## config.mk

```make
export PLATFORM = sky130hd
export DESIGN_NAME = bp_tag_packet_scheduler
export DESIGN_NICKNAME = d
export VERILOG_FILES = /design/src/rtl/bp_tag_packet_scheduler.sv
export SDC_FILE = /design/constraint.sdc
export NUM_CORES = 1
export LEC_CHECK = 0
export ABC_AREA = 1
export ABC_CLOCK_PERIOD_IN_PS = 2500
export CAP_MARGIN = 20
export CORE_MARGIN = 10
export CORE_UTILIZATION = 40
export CTS_CLUSTER_DIAMETER = 200
export DETAILED_ROUTE_END_ITERATION = 12
export PLACE_DENSITY = 0.62
export SLEW_MARGIN = 15
export SYNTH_ARGS = -nofsm -noshare
export SYNTH_HDL_FRONTEND = slang
export SYNTH_SLANG_ARGS = --single-unit
```

## constraint.sdc

```tcl
create_clock -name clk_i -period 2.5 [get_ports clk_i]
set_clock_uncertainty 0.1 [all_clocks]
set_input_delay 0.375 -clock clk_i [delete_from_list [all_inputs] [get_ports clk_i]]
set_output_delay 0.375 -clock clk_i [all_outputs]
set_load 0.1 [all_outputs]
```

## src/rtl/bp_tag_packet_scheduler.sv

```systemverilog
// Runtime bsg_tag packet scheduler: emits the tag-master reset preamble, then
// round-robin arbitrates requesters and serializes their packets bit-per-cycle.
module bp_tag_packet_scheduler #(
    parameter int num_req_p           = 2,
    parameter int num_clients_p       = 3,
    parameter int max_payload_width_p = 10,
    parameter int init_cycles_p       = 32,
    parameter int gap_cycles_p        = 1,
    localparam int id_width_lp  = (num_clients_p > 1) ? $clog2(num_clients_p) : 1,
    localparam int len_width_lp = $clog2(max_payload_width_p + 1)
) (
    input  logic                                   clk_i,
    input  logic                                   reset_n_i,
    input  logic [num_req_p-1:0]                   req_v_i,
    input  logic [num_req_p*id_width_lp-1:0]       req_id_i,
    input  logic [num_req_p-1:0]                   req_data_not_reset_i,
    input  logic [num_req_p*len_width_lp-1:0]      req_len_i,
    input  logic [num_req_p*max_payload_width_p-1:0] req_payload_i,
    output logic [num_req_p-1:0]                   req_yumi_o,
    output logic                                   tag_data_o,
    output logic                                   init_done_o,
    output logic                                   busy_o,
    output logic                                   err_o
);

    localparam int m1_lp      = (init_cycles_p > len_width_lp) ? init_cycles_p : len_width_lp;
    localparam int m2_lp      = (m1_lp > max_payload_width_p) ? m1_lp : max_payload_width_p;
    localparam int cnt_max_lp = (m2_lp > gap_cycles_p) ? m2_lp : gap_cycles_p;
    localparam int cnt_w_lp   = $clog2(cnt_max_lp + 1);
    localparam int ptr_w_lp   = (num_req_p > 1) ? $clog2(num_req_p) : 1;

    typedef enum logic [3:0] {
        S_INIT_ONES, S_INIT_ZEROS, S_IDLE, S_START, S_LEN, S_DNR, S_ID, S_PAYLOAD, S_GAP
    } state_e;

    localparam state_e S_AFTER_PAY = (gap_cycles_p == 0) ? S_IDLE : S_GAP;

    state_e                         state_q, state_d;
    logic [cnt_w_lp-1:0]            cnt_q, cnt_d;
    logic [ptr_w_lp-1:0]            ptr_q, ptr_d;
    logic                           tag_q, tag_d;
    logic [id_width_lp-1:0]         id_q, id_d;
    logic [len_width_lp-1:0]        len_q, len_d;
    logic                           dnr_q, dnr_d;
    logic [max_payload_width_p-1:0] pay_q, pay_d;

    logic [id_width_lp-1:0]         id_arr  [num_req_p];
    logic [len_width_lp-1:0]        len_arr [num_req_p];
    logic [max_payload_width_p-1:0] pay_arr [num_req_p];

    for (genvar r = 0; r < num_req_p; r++) begin : g_unpack
        assign id_arr[r]  = req_id_i[r*id_width_lp +: id_width_lp];
        assign len_arr[r] = req_len_i[r*len_width_lp +: len_width_lp];
        assign pay_arr[r] = req_payload_i[r*max_payload_width_p +: max_payload_width_p];
    end

    // First valid requester at or after the pointer, wrapping.
    logic                gnt_found;
    logic [ptr_w_lp-1:0] gnt_idx, cand;
    always_comb begin
        gnt_found = 1'b0;
        gnt_idx   = '0;
        cand      = '0;
        for (int i = 0; i < num_req_p; i++) begin
            cand = ptr_w_lp'((int'(ptr_q) + i) % num_req_p);
            if (!gnt_found && req_v_i[cand]) begin
                gnt_found = 1'b1;
                gnt_idx   = cand;
            end
        end
    end

    logic grant, illegal;
    assign grant   = (state_q == S_IDLE) && gnt_found;
    assign illegal = (int'(len_arr[gnt_idx]) > max_payload_width_p) ||
                     (int'(id_arr[gnt_idx]) >= num_clients_p);

    always_comb begin
        state_d    = state_q;
        cnt_d      = cnt_q;
        ptr_d      = ptr_q;
        id_d       = id_q;
        len_d      = len_q;
        dnr_d      = dnr_q;
        pay_d      = pay_q;
        req_yumi_o = '0;
        err_o      = 1'b0;
        case (state_q)
            S_INIT_ONES: begin
                if (cnt_q == cnt_w_lp'(init_cycles_p)) begin
                    state_d = S_INIT_ZEROS;
                    cnt_d   = cnt_w_lp'(1);
                end else begin
                    cnt_d = cnt_q + cnt_w_lp'(1);
                end
            end
            S_INIT_ZEROS: begin
                if (cnt_q == cnt_w_lp'(init_cycles_p)) begin
                    state_d = S_IDLE;
                    cnt_d   = '0;
                end else begin
                    cnt_d = cnt_q + cnt_w_lp'(1);
                end
            end
            S_IDLE: begin
                if (grant) begin
                    req_yumi_o = num_req_p'(1) << gnt_idx;
                    ptr_d      = (int'(gnt_idx) == num_req_p - 1) ? '0 : gnt_idx + ptr_w_lp'(1);
                    if (illegal) begin
                        err_o = 1'b1;
                    end else begin
                        state_d = S_START;
                        cnt_d   = '0;
                        id_d    = id_arr[gnt_idx];
                        len_d   = len_arr[gnt_idx];
                        dnr_d   = req_data_not_reset_i[gnt_idx];
                        pay_d   = pay_arr[gnt_idx];
                    end
                end
            end
            S_START: state_d = S_LEN;
            S_LEN: begin
                if (cnt_q == cnt_w_lp'(len_width_lp - 1)) begin
                    state_d = S_DNR;
                    cnt_d   = '0;
                end else begin
                    cnt_d = cnt_q + cnt_w_lp'(1);
                end
            end
            S_DNR: state_d = S_ID;
            S_ID: begin
                if (cnt_q == cnt_w_lp'(id_width_lp - 1)) begin
                    state_d = (len_q != '0) ? S_PAYLOAD : S_AFTER_PAY;
                    cnt_d   = '0;
                end else begin
                    cnt_d = cnt_q + cnt_w_lp'(1);
                end
            end
            S_PAYLOAD: begin
                if (cnt_q == cnt_w_lp'(len_q) - cnt_w_lp'(1)) begin
                    state_d = S_AFTER_PAY;
                    cnt_d   = '0;
                end else begin
                    cnt_d = cnt_q + cnt_w_lp'(1);
                end
            end
            S_GAP: begin
                if (cnt_q == cnt_w_lp'(gap_cycles_p - 1)) begin
                    state_d = S_IDLE;
                    cnt_d   = '0;
                end else begin
                    cnt_d = cnt_q + cnt_w_lp'(1);
                end
            end
            default: state_d = S_INIT_ONES;
        endcase
    end

    // The output bit is registered from the next state so it lines up with the state.
    always_comb begin
        case (state_d)
            S_INIT_ONES, S_START: tag_d = 1'b1;
            S_LEN:     tag_d = |(len_d & (len_width_lp'(1) << cnt_d));
            S_DNR:     tag_d = dnr_d;
            S_ID:      tag_d = |(id_d & (id_width_lp'(1) << cnt_d));
            S_PAYLOAD: tag_d = |(pay_d & (max_payload_width_p'(1) << cnt_d));
            default:   tag_d = 1'b0;
        endcase
    end

    always_ff @(posedge clk_i or negedge reset_n_i) begin
        if (!reset_n_i) begin
            state_q <= S_INIT_ONES;
            cnt_q   <= '0;
            ptr_q   <= '0;
            tag_q   <= 1'b0;
        end else begin
            state_q <= state_d;
            cnt_q   <= cnt_d;
            ptr_q   <= ptr_d;
            tag_q   <= tag_d;
        end
    end

    always_ff @(posedge clk_i) begin
        id_q  <= id_d;
        len_q <= len_d;
        dnr_q <= dnr_d;
        pay_q <= pay_d;
    end

    assign tag_data_o  = tag_q;
    assign init_done_o = !(state_q inside {S_INIT_ONES, S_INIT_ZEROS});
    assign busy_o      = !(state_q inside {S_INIT_ONES, S_INIT_ZEROS, S_IDLE});

endmodule

```

# Word-level counts from Yosys, hierarchy flattened
# Index checks and enable logic that the tools add are counted.
dict set report word_totals {
  elab_cells 117
  input_bits 38
  out_inout_bits 6
  reg_bits 29
}
dict set report op_classes {
  mux 57
  addsub 4
  n_eq_ne 17
  n_shift 4
  n_reduce_logical 17
  magnitude_cmp 6
  bitwise 4
}
# operator n
set op_table {}
lappend op_table {{$mux 10} 6}
lappend op_table {{$mux 4} 15}
lappend op_table {{$mux 6} 8}
lappend op_table {{$pmux 6 s7} 1}
lappend op_table {{$pmux 4 s9} 1}
lappend op_table {{$eq 4x3->1 const B} 8}
lappend op_table {{$mux 1} 17}
lappend op_table {{$mux 2} 8}
lappend op_table {{$eq 4x2->1 const B} 3}
lappend op_table {{$and 10x10->10} 1}
lappend op_table {{$reduce_or 10->1} 1}
lappend op_table {{$shl 1x6->10 const A} 1}
lappend op_table {{$logic_not 4->1} 2}
lappend op_table {{$add 6x1->6 const B} 1}
lappend op_table {{$eq 6x1->1 const B} 1}
lappend op_table {{$eq 6x2->1 const B} 1}
lappend op_table {{$eq 6x6->1} 1}
lappend op_table {{$eq 6x6->1 const B} 1}
lappend op_table {{$logic_not 6->1} 1}
lappend op_table {{$lt 1x2->1 const B} 3}
lappend op_table {{$shl 1x6->2 const A} 1}
lappend op_table {{$shl 1x6->4 const A} 1}
lappend op_table {{$pmux 1 s5} 1}
lappend op_table {{$sub 4x1->5 const B} 1}
lappend op_table {{18 further kinds} 24}

# Depth between registers and ports, before layout
# Gate-level depths: netlist of run 1.
dict set report depth {
  word_depth 19
  depth_mapped 23
  ltp_nobuf 22
}

# Least setup slack after synthesis of run 1
# No wires, ideal clock.
dict set report synth_path {
  kind {reg2out}
  startpoint {reg state_q[2]}
  endpoint {out err_o}
  stages_incl_launch_ff 8
  required_time_ns 2.025
  t_arrival_ns 2.482
  n_path_buf 0
  path_slack_ns -0.457
  path_cell_list {dfrtp_1 > nor2_2 > inv_2 > nor3_4 > inv_1 > nor2_4 > inv_1 > a21oi_1}
}
dict set report synth_between {
  elab_chain_cells 4
}
# element line
set synth_lines {}
lappend synth_lines {{start: declaration} 38} ;# state_e state_q, state_d;
lappend synth_lines {{start signal: assignment} 178} ;# state_q <= state_d;
lappend synth_lines {{$eq 4x2->1 (*)} {74, 88}}
lappend synth_lines {{$logic_and 1x1->1} 74} ;# assign grant = (state_q == S_IDLE) && gnt_found;
lappend synth_lines {{$mux 1} 106} ;# if (grant) begin
lappend synth_lines {{$mux 1 (*)} 88} ;# case (state_q)
lappend synth_lines {{end: declaration} 23} ;# output logic err_o
# Mark *: on every way between the ends. The rest lies on a longest branch, timed or not.

# Final worst setup path of run 1
dict set report layout_path {
  startpoint {reg len_q[0]}
  endpoint {reg tag_q, in the netlist tag_data_o}
}
dict set report layout_between {
  elab_chain_cells 8
}
# element line
set layout_lines {}
lappend layout_lines {{start: declaration} 43} ;# logic [len_width_lp-1:0] len_q, len_d;
lappend layout_lines {{start signal: assignment} 187} ;# len_q <= len_d;
lappend layout_lines {{$sub 4x1->5 (*)} 140} ;# if (cnt_q == cnt_w_lp'(len_q) - cnt_w_lp'(1)) begin
lappend layout_lines {{$eq 6x6->1 (*)} 140}
lappend layout_lines {{$mux 6 (*)} 140}
lappend layout_lines {{$pmux 6 s7 (*)} 88}
lappend layout_lines {{named net cnt_d[1]} 39} ;# logic [cnt_w_lp-1:0] cnt_q, cnt_d;
lappend layout_lines {{$shl 1x6->10, or another cell as far along} 166} ;# S_PAYLOAD: tag_d = |(pay_d & (max_payload_width_p'(1) << cnt_d));
lappend layout_lines {{$and 10x10->10, or another cell as far along} 166}
lappend layout_lines {{$reduce_or 10->1, or another cell as far along} 166}
lappend layout_lines {{$pmux 1 s5 (*)} 161} ;# case (state_d)
lappend layout_lines {{named net tag_d} 41} ;# logic tag_q, tag_d;
lappend layout_lines {{end signal: assignment} 181} ;# tag_q <= tag_d;
lappend layout_lines {{end: declaration} 41}
# The timed path passes the listed nets; every way through them passes the cells marked *.
# A chain may end at the register's enable or synchronous reset.

==> reports/results.tsv, run 1 <==
metric	value	unit
Die Y	93.5	um
crit path kind	reg2reg	
Vias per Instance	4.90	
vias in the first global route	2288	
Fmax	0.398	GHz
first-pass GRT wire length	10600	um
Final Hold Slack	355	ps
row count	26	
drt initial violations	141	
router iterations before antenna repair	4	
Layout area overhead	48.5	%
Root Buffer	clkbuf_8	
RD Place Congestion	0.914	
Least-Margin Pin Slew	562	ps
fin crit share	100	%
ANT cells	0	
Die W	93.5	um
Reg power frac	19.8	%
CTS sink cnt	29	
Comb pwr share	71.2	%
Yosys reg bits	29	
post-route minimum period	2510	ps
library cells used by synthesis	35	
clock share of power	8.9	%
clock buffer depth	2	
Syn Area/Cell	6.49	um2
Avg WL per Cell	13.2	um
CTS clk-pin slew, worst paths	70	ps
hold buffers post-CTS	0	
share of post-route cells with drive strength above 1	28.8	%
Total Wirelength	6480	um
Port Buffers	43	
area of the die	8740	um2
core area	5170	um2
Cells after Synth	333	
Mapped Nets	376	
final hold vios	0	
initial antenna violation count	0	
startpoint types	register	
largest net degree at the start of global routing	23	
Req. time, crit path	2550	ps
Power Density	1290	nW/um2
NumNets Final	462	
failing checks	setup timing	
crit path DAT	2560	ps
post-DP HPWL	5010	um
synthesized area	2160	um2
H-tree Lvls	2	
sw frac	51.2	%
Net Sw Power	2120	uW
final count of pins violating max slew	0	
Final setup violation count	1	
Hold/Removal Path Class	in2async	
synthesis warning total	0	
final worst setup slack	-10.9	ps
GRT overflow	0	
unrepaired setup endpoints after global routing	yes	
register area share after synthesis	29.7	%
Lkg Pwr	0.00158	uW
Worst VDD drop	0.000545	V
worst-skew pair later-pin latency	280	ps
status	complete, but fails checks	
Boundary Pins	44	
Final Core Density	62.0	%
Final ANT Viol Nets	0	
Slew headroom	62.4	%
Starting Density	41.8	%
All-Layer GR Usage	14.8	%
MaxCap Viol Count	0	
drt drc	0	
internal power	2020	uW
via count	2400	
CTS Buf Count	5	
CTS tree	yes	
crit-path max FO	7	
crit path capture type	register	
[synthesized netlist by cell type (all sizes together)]
cell type / instances / area (um2)
nor4: 1 / 6.26
clkbuf: 1 / 3.75
o21ai: 11 / 55.1
ha: 5 / 62.6
o21bai: 1 / 7.51
dfxtp: 17 / 340
nor2: 55 / 265
dfrtp: 12 / 300
nand2: 119 / 492
buf: 6 / 35.0
o211ai: 1 / 7.51
xor2: 2 / 17.5
nand3b: 1 / 7.51
a21oi: 8 / 40.0
nor3: 4 / 41.3
inv: 36 / 138
nand3: 31 / 168
nor3b: 1 / 7.51
nand4: 11 / 68.8
o31ai: 9 / 87.6
o2111ai: 1 / 8.76
[sequential cells by signal, summed over array words and instances, names as in the netlist]
register	flops
tag_data_o	1
dnr_q	1
id_q	2
pay_q	10
ptr_q	1
state_q	4
cnt_q	6
len_q	4
[worst max-delay path, cell delays in order (launching register included)]
cell and delay, ps:
dfxtp_2 340, inv_2 50, ha_4 160, nand2_1 80, nand2_1 50, nand2_1 60, nand2_1 60, nor2_2 160
nand2_1 90, nand2_2 110, nand4_1 180, nand2_1 170, nand2_4 120, nand4_1 100, nand2_1 50, nor2_1 90
nor2_1 60, nor2_1 120, nand2_1 70, nand2_1 60, nand4_1 70
[stage by stage]
stage                     TNS (ps)  total power, uW  area, um2  std cells  setup WS (ps)
after floorplan                  0             2640       2170        333            125
after global placement        -274             3400       2950        474           -265
after detailed placement      -396             3430       2950        474           -348
after CTS                        0             3870       3060        484           8.76
after global routing          -288             4500       3210        490           -288
final                        -10.9             4150       3210        490          -10.9
[layer usage]
| layer | global-route usage [%] | vias up | wire length [um] |
|---|---|---|---|
| met5 | 0 | - | 0 |
| met4 | 6.81 | 0 | 161 |
| met3 | 4.00 | 16 | 317 |
| met2 | 23.7 | 75 | 3080 |
| met1 | 18.1 | 1053 | 2920 |
| li1 | - | 1256 | - |
[kinds of logic after synthesis]
group | Yosys count | synth area share (%)
adders and majority gates | 5 | 2.90
AOI/OAI and AO/OA | 31 | 9.56
buffers and inverters | 43 | 8.17
and+or+nand+nor | 223 | 48.9
DFF | 29 | 29.7
xor gates and xnor gates | 2 | 0.811
[power groups by stage]
stage | logic, uW | registers [uW] | clock network [uW]
3_5_place_dp | 2620 | 812 | 0
6_report | 2950 | 822 | 371
5_1_grt | 3260 | 846 | 399
2_1_floorplan | 1800 | 841 | 0
4_1_cts | 2690 | 804 | 378
3_3_place_gp | 2590 | 808 | 0
[placed cells by master (no fill, tap or decap), types with 2 or more instances in the layout]
| cell type | instances |
|---|---|
| nor2_4 | 6 |
| nand3_2 | 3 |
| o31ai_1 | 5 |
| clkinv_2 | 2 |
| nand2_1 | 100 |
| nand2_4 | 5 |
| a21oi_2 | 2 |
| nor3_2 | 2 |
| nand4_1 | 11 |
| nor3_4 | 2 |
| inv_2 | 12 |
| o21ai_0 | 8 |
| o21ai_1 | 2 |
| inv_1 | 23 |
| nand3_1 | 27 |
| dfxtp_1 | 15 |
| xor2_1 | 2 |
| dfrtp_1 | 10 |
| o31ai_2 | 4 |
| clkdlybuf4s50_1 | 35 |
| nor2_2 | 6 |
| nand2_2 | 15 |
| clkbuf_8 | 5 |
| ha_1 | 4 |
| buf_12 | 4 |
| nor2_1 | 42 |
| buf_6 | 2 |
| a21oi_1 | 6 |
| dfxtp_2 | 2 |
| buf_4 | 41 |
| dfrtp_2 | 2 |
[final timing paths]
kind / slack (ps) / startpoint / end / depth (start not counted)
hold / removal: 360 / reset_n_i / cnt_q[2]$_DFF_PN0_ / 1
max in group asynchronous: 1540 / reset_n_i / state_q[2]$_DFF_PN0_ / 1
min in group clk_i: 370 / pay_q[9]$_DFF_P_ / pay_q[9]$_DFF_P_ / 2
setup reg to reg: -10 / len_q[0]$_DFF_P_ / tag_data_o$_DFF_PN0_ / 20
hold reg to reg: 370 / pay_q[9]$_DFF_P_ / pay_q[9]$_DFF_P_ / 2
setup / recovery: -10 / len_q[0]$_DFF_P_ / tag_data_o$_DFF_PN0_ / 20
[cell type report]
| class | instances | area [um2] |
|---|---|---|
| clock inverter | 2 | 10.0 |
| timing repair buffer | 85 | 807 |
| sequential | 29 | 646 |
| clock buffer | 6 | 72.6 |
| inverter | 36 | 140 |
| tap | 70 | 87.6 |
| fill | 481 | 1970 |
| multi-input combinational | 262 | 1440 |
[repair_timing]
| action | CTS | global route |
|---|---|---|
| gates cloned | 1 | 1 |
| gates resized for setup | 9 | 26 |
| setup buffers | 1 | 5 |
| endpoints found under the setup margin | 1 | 2 |
| pin swaps | 4 | 24 |
Note: power is estimated with default switching activity, not from simulation.
==> run 2, diff against run 1 <==
GPL_ROUTABILITY_DRIVEN = 0   (was unset)
SKIP_CTS_REPAIR_TIMING = 1   (was unset)
TNS_END_PERCENT = 20   (was unset)
==> run 2 against run 1 <==
- the run now ends clean
- register-to-register slack gained 70 ps
- worst hold slack is essentially flat
- via count shrank 1.3%
- global-route usage is essentially flat
- routed wire length shrank 2.5%
- die area is the same
- cell area shrank 1.8%
- critical path depth shrank 2
- largest power group unchanged
- highest routed layer unchanged
==> reports/results.tsv, run 2 (same netlist as run 1, synthesis figures left out) <==
metric	value	unit
status	completed	
post-DP HPWL	5120	um
post-route minimum period	2440	ps
drt drc	0	
Least-Margin Pin Slew	560	ps
Cell Chain, Critical Path	inv_1 -> ha_2 -> nand4_1 -> nand2_2 -> nand2_1 -> nor2_1 -> nand4_1 -> nand2_1 -> nand2_1 -> nor2_4 -> nand3_1 -> nand2_1 -> nand2_1 -> nand3_1 -> nand2_1 -> nand2_1 -> nand2_1 -> nand4_1	
Final Hold Slack	355	ps
NumNets Final	454	
Avg WL per Cell	13.1	um
final hold vios	0	
CTS tree	yes	
crit path DAT	2560	ps
row count	26	
CTS clk-pin slew, worst paths	60	ps
ANT cells	0	
Fmax	0.409	GHz
Worst VDD drop	0.000538	V
final count of pins violating max slew	0	
Req. time, crit path	2610	ps
Boundary Pins	44	
cells on worst reg2reg path	18	
commonest non-fill, non-tap cell in the layout	nand2_1	
largest net degree at the start of global routing	20	
Die W	93.5	um
Starting Density	41.8	%
CP max-delay cell	dfrtp_1	
area of the multi-input gates	1470	um2
H-tree Lvls	2	
vias in the first global route	2287	
Slew headroom	62.5	%
unrepaired setup endpoints after global routing	yes	
Layout fillers	496	
Port Buffers	43	
Lkg Pwr	0.00152	uW
share of post-route cells with drive strength above 1	29.1	%
router iterations before antenna repair	4	
CTS sink cnt	29	
Top reg by flops	pay_q	
via count	2370	
top flop regs	pay_q x10, cnt_q x6	
commonest non-fill, non-tap cells in the layout	nand2_1, nor2_1, buf_4	
number of flip-flops in the largest register	10	
Final ANT Viol Nets	0	
Final setup violation count	0	
crit path kind	reg2reg	
crit-path max FO	4	
Largest stage delay, worst path	380	ps
clock buffer depth	2	
Power Total	4000	uW
area of the die	8740	um2
register area	647	um2
Non-Filler Instances	482	
Hold/Removal Path Class	in2async	
Root Buffer	clkbuf_8	
All-Layer GR Usage	14.9	%
initial antenna violation count	0	
Die Y	93.5	um
startpoint types	register	
Power Density	1270	nW/um2
cell mode on critical path	nand2_1	
fin crit share	97.8	%
Total Wirelength	6320	um
CTS Buf Count	5	
Inst Count DP	469	
core area	5170	um2
MaxCap Viol Count	0	
Final Core Density	60.9	%
crit path capture type	register	
first-pass GRT wire length	10600	um
GRT overflow	0	
worst-skew pair later-pin latency	280	ps
drt initial violations	89	
Layout area overhead	45.8	%
Vias per Instance	4.92	
[run 2: cell count changes in the layout (fill, tap and decap cells not counted), moves of 2 or more]
| cell | previous run | this run |
|---|---|---|
| o31ai_1 | 5 | 2 |
| nand2_1 | 100 | 97 |
| nand2_2 | 15 | 17 |
| buf_4 | 41 | 37 |
| inv_1 | 23 | 20 |
| o31ai_2 | 4 | 6 |
| inv_2 | 12 | 14 |
| clkbuf_1 | 1 | 3 |
| clkinv_2 | 2 | 0 |
[run 2: where the power goes]
| group | internal (uW) | switching (uW) | leakage [uW] |
|---|---|---|---|
| clock | 197 | 166 | 0.0000395 |
| combinational | 1040 | 1770 | 0.00119 |
| sequential | 685 | 139 | 0.000291 |
[run 2: path summary, 6_finish.rpt]
| kind | start | to | slack, ps |
|---|---|---|---|
| max | cnt_q[1]$_DFF_PN0_ | tag_data_o$_DFF_PN0_ | 60 |
| min | reset_n_i | cnt_q[1]$_DFF_PN0_ | 360 |
| min in group clk_i | pay_q[8]$_DFF_P_ | pay_q[8]$_DFF_P_ | 360 |
| max reg2reg | cnt_q[1]$_DFF_PN0_ | tag_data_o$_DFF_PN0_ | 60 |
| min reg2reg | pay_q[8]$_DFF_P_ | pay_q[8]$_DFF_P_ | 360 |
| max in group asynchronous | reset_n_i | state_q[2]$_DFF_PN0_ | 1540 |
[run 2: metrics by stage]
step | TNS, ps | cell area [um2] | worst slack, ps
2_1_floorplan | -630 | 2160 | -276
3_3_place_gp | -317 | 2890 | -289
3_5_place_dp | -373 | 2890 | -333
4_1_cts | -41.3 | 2970 | -41.3
5_1_grt | -163 | 3150 | -163
6_report | 0 | 3150 | 56.1
[run 2: final cells by class]
type / count / share of cell area [%]
clock buffers: 8 / 2.54
flip-flops and latches: 29 / 20.5
multi-input cells: 261 / 46.5
well taps: 70 / 2.78
inverters: 36 / 4.57
repair buffers: 78 / 23.0
[run 2: critical path: cells and delay by family, from the launching register on]
kind	cells	cell delay [ps]
adder cells (fa/ha/maj)	1	200
buffers and inverters	1	110
flip-flops	1	380
AND/OR/NAND/NOR	16	1600
[run 2: metal layers]
metal / routed length [um] / global-route usage, % / up-vias
met5: 0 / 0 / -
met4: 123 / 5.66 / 0
met3: 171 / 3.12 / 9
met2: 3170 / 25.1 / 45
met1: 2850 / 18.1 / 1079
li1: - / - / 1237
==> run 3, diff against run 2 <==
CAP_MARGIN = 0   (was 20)
==> results of run 3 <==
No change in the layout: final DEF, timing and power equal those of run 2.
